## config.mk

```make
export PLATFORM = sky130hd
export DESIGN_NAME = proc_cycle_seq
export DESIGN_NICKNAME = d
export VERILOG_FILES = /design/src/rtl/proc_cycle_seq_pkg.sv /design/src/rtl/mem_wait_timer.sv /design/src/rtl/proc_cycle_seq.sv
export SDC_FILE = /design/constraint.sdc
export NUM_CORES = 1
export LEC_CHECK = 0
export CAP_MARGIN = 5
export CORE_MARGIN = 5
export CORE_UTILIZATION = 46
export DETAILED_ROUTE_END_ITERATION = 8
export PLACE_DENSITY = 0.78
export SYNTH_ARGS = -nofsm -noshare
export SYNTH_HDL_FRONTEND = slang
export SYNTH_SLANG_ARGS = --single-unit
```

## constraint.sdc

```tcl
create_clock -name CLK -period 2.2 [get_ports CLK]
set_clock_uncertainty 0.05 [all_clocks]
set_input_delay 0.66 -clock CLK [delete_from_list [all_inputs] [get_ports CLK]]
set_output_delay 0.66 -clock CLK [all_outputs]
set_load 0.05 [all_outputs]
```

## src/rtl/proc_cycle_seq_pkg.sv

```systemverilog
// Shared definitions for the DaVinci instruction-cycle sequencer:
// state encodings, state width and the default memory timeout.
package prj_definition;

   localparam int STATE_W         = 3;
   localparam int DEFAULT_TIMEOUT = 16;

   // Code 6 is deliberately absent; the sequencer treats it as a fault.
   typedef enum logic [STATE_W-1:0] {
      STATE_IDLE   = 3'd0,
      STATE_FETCH  = 3'd1,
      STATE_DECODE = 3'd2,
      STATE_EXE    = 3'd3,
      STATE_MEM    = 3'd4,
      STATE_WB     = 3'd5,
      STATE_HALT   = 3'd7
   } state_t;

endpackage

```

## src/rtl/mem_wait_timer.sv

```systemverilog
// Counts not-ready cycles of the current memory request and flags the
// last allowed cycle so the sequencer can abort a hung request.
module mem_wait_timer
   import prj_definition::*;
#(
   parameter int TIMEOUT = DEFAULT_TIMEOUT
) (
   input  logic clock,
   input  logic reset,
   input  logic clear,
   input  logic enable,
   output logic expired
);

   localparam int CW = (TIMEOUT > 1) ? $clog2(TIMEOUT) : 1;

   logic [CW-1:0] waitCount;

   // Restart on every state change; count only while memory stalls, and
   // stop at the limit because the sequencer leaves the state right after.
   always_ff @(posedge clock) begin
      if (reset || clear) begin
         waitCount <= '0;
      end else if (enable && !expired) begin
         waitCount <= waitCount + 1'b1;
      end
   end

   assign expired = (waitCount == CW'(TIMEOUT - 1));

endmodule

```

## src/rtl/proc_cycle_seq.sv

```systemverilog
// Instruction-cycle sequencer: walks each instruction through
// FETCH/DECODE/EXE/MEM/WB and drives the one-cycle load/write strobes.
module proc_cycle_seq
   import prj_definition::*;
#(
   parameter int CNT_W   = 32,
   parameter int TIMEOUT = DEFAULT_TIMEOUT
) (
   input  logic               CLK,
   input  logic               RESET,
   input  logic               MEM_READY,
   input  logic               NEEDS_MEM_READ,
   input  logic               NEEDS_MEM_WRITE,
   input  logic               WRITES_RF,
   input  logic               HALT_REQ,
   output logic [STATE_W-1:0] STATE,
   output logic               IR_LOAD,
   output logic               PC_LOAD,
   output logic               RF_WRITE,
   output logic               MEM_READ,
   output logic               MEM_WRITE,
   output logic               HALTED,
   output logic               ERR,
   output logic [CNT_W-1:0]   CYCLE_CNT,
   output logic [CNT_W-1:0]   INSTR_CNT
);

   state_t state;
   state_t stateNext;
   logic   rd_f;
   logic   wr_f;
   logic   wb_f;
   logic   errSet;
   logic   retire;
   logic   waitClear;
   logic   waitEnable;
   logic   waitExpired;

   mem_wait_timer #(
      .TIMEOUT (TIMEOUT)
   ) waitTimer (
      .clock   (CLK),
      .reset   (RESET),
      .clear   (waitClear),
      .enable  (waitEnable),
      .expired (waitExpired)
   );

   // Any state change starts a fresh wait window, so re-entering FETCH
   // straight from MEM still gets the full timeout budget.
   assign waitClear  = (stateNext != state);
   assign waitEnable = ((state == STATE_FETCH) || (state == STATE_MEM)) && !MEM_READY;

   // Next-state logic; a ready response in the last allowed cycle beats the timeout.
   always_comb begin
      stateNext = state;
      errSet    = 1'b0;
      retire    = 1'b0;
      case (state)
         STATE_IDLE: stateNext = STATE_FETCH;
         STATE_FETCH: begin
            if (MEM_READY) begin
               stateNext = STATE_DECODE;
            end else if (waitExpired) begin
               stateNext = STATE_HALT;
               errSet    = 1'b1;
            end
         end
         STATE_DECODE: begin
            if (HALT_REQ) begin
               stateNext = STATE_HALT;
            end else if (NEEDS_MEM_READ && NEEDS_MEM_WRITE) begin
               stateNext = STATE_HALT;
               errSet    = 1'b1;
            end else begin
               stateNext = STATE_EXE;
            end
         end
         STATE_EXE: begin
            if (rd_f || wr_f) begin
               stateNext = STATE_MEM;
            end else if (wb_f) begin
               stateNext = STATE_WB;
            end else begin
               stateNext = STATE_FETCH;
               retire    = 1'b1;
            end
         end
         STATE_MEM: begin
            if (MEM_READY) begin
               if (wb_f) begin
                  stateNext = STATE_WB;
               end else begin
                  stateNext = STATE_FETCH;
                  retire    = 1'b1;
               end
            end else if (waitExpired) begin
               stateNext = STATE_HALT;
               errSet    = 1'b1;
            end
         end
         STATE_WB: begin
            stateNext = STATE_FETCH;
            retire    = 1'b1;
         end
         STATE_HALT: stateNext = STATE_HALT;
         default: begin
            stateNext = STATE_HALT;
            errSet    = 1'b1;
         end
      endcase
   end

   // State register plus the decode flags captured while in DECODE.
   always_ff @(posedge CLK) begin
      if (RESET) begin
         state <= STATE_IDLE;
         rd_f  <= 1'b0;
         wr_f  <= 1'b0;
         wb_f  <= 1'b0;
         ERR   <= 1'b0;
      end else begin
         state <= stateNext;
         if (state == STATE_DECODE) begin
            rd_f <= NEEDS_MEM_READ;
            wr_f <= NEEDS_MEM_WRITE;
            wb_f <= WRITES_RF;
         end
         if (errSet) begin
            ERR <= 1'b1;
         end
      end
   end

   // Cycle count freezes once halted; instruction count steps on retirement.
   always_ff @(posedge CLK) begin
      if (RESET) begin
         CYCLE_CNT <= '0;
         INSTR_CNT <= '0;
      end else begin
         if (state != STATE_HALT) begin
            CYCLE_CNT <= CYCLE_CNT + 1'b1;
         end
         if (retire) begin
            INSTR_CNT <= INSTR_CNT + 1'b1;
         end
      end
   end

   assign STATE     = state;
   assign IR_LOAD   = (state == STATE_FETCH) && MEM_READY;
   assign PC_LOAD   = (state == STATE_EXE);
   assign RF_WRITE  = (state == STATE_WB);
   assign MEM_READ  = (state == STATE_FETCH) || ((state == STATE_MEM) && rd_f);
   assign MEM_WRITE = (state == STATE_MEM) && wr_f;
   assign HALTED    = (state == STATE_HALT);

endmodule

```

==> results by group <==
Run status
  • Status: finished clean

Die
  • Die Y-Extent: between 90 and 100 µm
  • Floorplan core area: 0.00773 mm²
  • Starting Density: 47.2%
  • Die ar.: 0.00981 mm²
  • I/O pin total: a little over 80
  • Std-Cell Rows: 32
  • Die Wd: 99.1 µm

Yosys
  • Synth top cells by count: dfxtp_1 (75), nor2_1 (71), nand2_1 (38)
  • Mean post-synth cell area: 8.22 µm²
  • Synth cell types: 41
  • Post-synthesis cell area: 0.00365 mm²
  • Ys flop type: dfxtp_1
  • Flops & latches, synth: 75
  • Seq/Total Area, Yosys: between 40% and 50%
  • Most frequent cell after synthesis: dfxtp_1
  • Yosys warning count: 0
  • Dominant cells by area after synthesis: dfxtp_1 (41%), xnor2_1 (7.7%), nor2_1 (7.3%)
  • Post-synth EDFFs: 0
  • Syn Nets: between 400 and 500
  • Mapped Cells: 444
  • FFs w/ async S/R, synth: 0%
  • Post-synth top area share: 41.2%
  • Top cell type by total area after synthesis: dfxtp_1

Min path
  • Hold WC Path Type: register to register
  • Hold Path Sink: waitTimer.waitCount[1]$_SDFFE_PP0P_
  • Hold_sp: waitTimer.waitCount[1]$_SDFFE_PP0P_
  • Hold path depth: 2

Critical path
  • R2r worst-path depth: 5
  • Worst EP arrival: 1430 ps
  • Crit Path Class: register to output port
  • Crit Reg-Reg Startpoint: INSTR_CNT[6]$_SDFFE_PP0P_
  • Crit start category: register
  • CP Capture Type: output port
  • Reg2Reg Capture Point: INSTR_CNT[24]$_SDFFE_PP0P_
  • CP max stage delay: 380 ps
  • CP required: 1490 ps
  • R2R setup slack: 120 ps
  • Crit Path Max Fanout: 7
  • Slowest cell on crit path: dfxtp_4
  • Crit path cell chain: and2b_1 > buf_4 > and2_1 > buf_12

Global route
  • Largest net degree at the start of global routing: 29
  • Vias in the first global route: 3,338
  • GR Overflow Total: 0
  • First-pass GRT wire length: 15,800 µm
  • Initial antenna violation count: 0
  • Overall global routing resource usage: 19.5%

Placement
  • # port buffers: 80
  • Gpl congestion: 0.895
  • Pre-CTS setup slack: -459 ps
  • Dpl hpwl: 7120 µm

Clock tree
  • Clock sinks: between 70 and 80
  • H-tree levels: 3
  • Clock buffer count from CTS: 9
  • CTS tree: built
  • CTS clk-pin slew, worst paths: 80 ps
  • Clock Latency Late Sink: 340 ps
  • CTS max path bufs: 2
  • Root Buffer: clkbuf_8

Timing
  • Fmax: between 0.4 and 0.5 GHz
  • Slew Limit Fails: 0
  • Part of the cycle the worst path needs: 97.3%
  • Final worst-path setup slack: roughly 60 ps
  • Slew @ Worst Pin: 539 ps
  • Final hold vios: 0
  • Slew margin rel.: 63.1%
  • Setup violations, final: 0
  • Min Clock Period, post-route: 2140 ps
  • RSZ-0062 raised after global routing: false

Detailed routing
  • Residual DRC: 0
  • Wirelength, routed: 9620 µm
  • DR pass1 iterations: 4
  • First DRT Iteration DRCs: 130
  • Vias per std cell: 5.42
  • Post-route ant nets: 0
  • Wire length per cell: 14.6 µm
  • Total number of vias: 3,583

Power and ir drop
  • VDD IR-drop max: 0.480 mV
  • Pleak: 1.93 nW
  • Power density over cell area: 587 mW/mm²
  • Total design power: 0.00298 W

Finish
  • Ant. Diodes: 0
  • Share of layout cells above drive strength 1: 30.8%
  • Synth-to-Final Area Change: 39.0%
  • Nets@finish: 564
  • Layout fillers: about 650

Job
  • Max Cap Violations: 0
cells by family after synthesis:
family                     share of synthesized area [%]
and+or+nand+nor                                     29.7
xor gates and xnor gates                            12.5
DFF                                                 41.2
buffers and inverters                               3.12
muxes                                              0.617
adders and majority gates                           1.03
AOI/OAI and AO/OA                                   11.9
per-layer routing:
layer,routed length (µm),global-route usage (%),up-vias
met2,4770,33.4,105
met3,532,3.68,16
met4,179,6.93,0
met1,4140,24.4,1674
met5,0,0,-
li1,-,-,1788
power by group:
group | internal, W | switching [W] | total, W
clock network | 0.000772 | 0.000494 | 0.00127
registers | 0.00137 | 0.0000175 | 0.00138
logic | 0.000130 | 0.000201 | 0.000331
total | 0.00227 | 0.000712 | 0.00298
layout by cell type, fill, tap and decap left out, drive strengths merged, types with 2 or more instances in the layout:
cell,count
a2111o,3
a2111oi,8
a211oi,7
a21oi,22
and2,4
and3,10
and4,6
buf,115
bufinv,2
clkbuf,13
clkdlybuf4s50,4
dfxtp,75
ha,3
inv,8
mux2,2
nand2,38
nand2b,4
nand3,19
nand4,22
nor2,71
nor2b,6
nor3,14
nor3b,2
nor4,3
o211ai,3
o21ai,15
or3,10
or4,4
xnor2,32
xor2,20
worst max-delay path by stage:
| stage | startpoint | end | slack, ps | cells after the start |
|---|---|---|---|---|
| floorplan | STATE[0]$_SDFF_PP0_ | CYCLE_CNT[18]$_SDFFE_PP0N_ | -230 | 8 |
| global placement | MEM_READY | INSTR_CNT[24]$_SDFFE_PP0P_ | -430 | 7 |
| detailed placement | MEM_READY | INSTR_CNT[24]$_SDFFE_PP0P_ | -460 | 7 |
| CTS | STATE[0]$_SDFF_PP0_ | IR_LOAD | 7 | 4 |
| global route | wr_f$_SDFFE_PP0P_ | INSTR_CNT[13]$_SDFFE_PP0P_ | 10 | 6 |
| finish | STATE[2]$_SDFF_PP0_ | PC_LOAD | 60 | 4 |
worst max-delay path, delay by kind of cell, from the launching register on:
family                 cells  cell delay, ps
and+or+nand+nor            2             390
DFF                        1             380
buffers and inverters      2             320
sequential cells by signal, summed over array words and instances, names as in the netlist:
name                 cells
CYCLE_CNT               32
ERR                      1
INSTR_CNT               32
STATE                    3
rd_f                     1
waitTimer.waitCount      4
wb_f                     1
wr_f                     1
repair_timing:
item	4_1_cts	5_1_grt
hold buffers	0	0
resized for setup	7	11
buffers inserted	2	2
setup endpoints to repair	8	11
pin swaps	0	1
cell type report:
class | instances | area [µm²] | area share, %
timing repair buffer | 120 | 997 | 19.7
sequential | 75 | 1550 | 30.6
inverter | 8 | 33.8 | 0.666
clock inverter | 3 | 66.3 | 1.31
multi-input combinational | 340 | 2110 | 41.7
clock buffer | 13 | 180 | 3.55
tap | 102 | 128 | 2.52
metrics by stage:
stage               TNS (ps)  cells  hold slack (ps)  util [%]  instance area (µm²)
floorplan               -724    444              404         -                 3760
global placement       -6340    641              415      61.4                 4740
detailed placement     -7230    641              434      61.4                 4740
CTS                        0    659              445      65.0                 5030
global route               0    661              465      65.6                 5070
finish                     0    661              444      65.6                 5070
No activity file was read; power rests on OpenSTA's default activity.
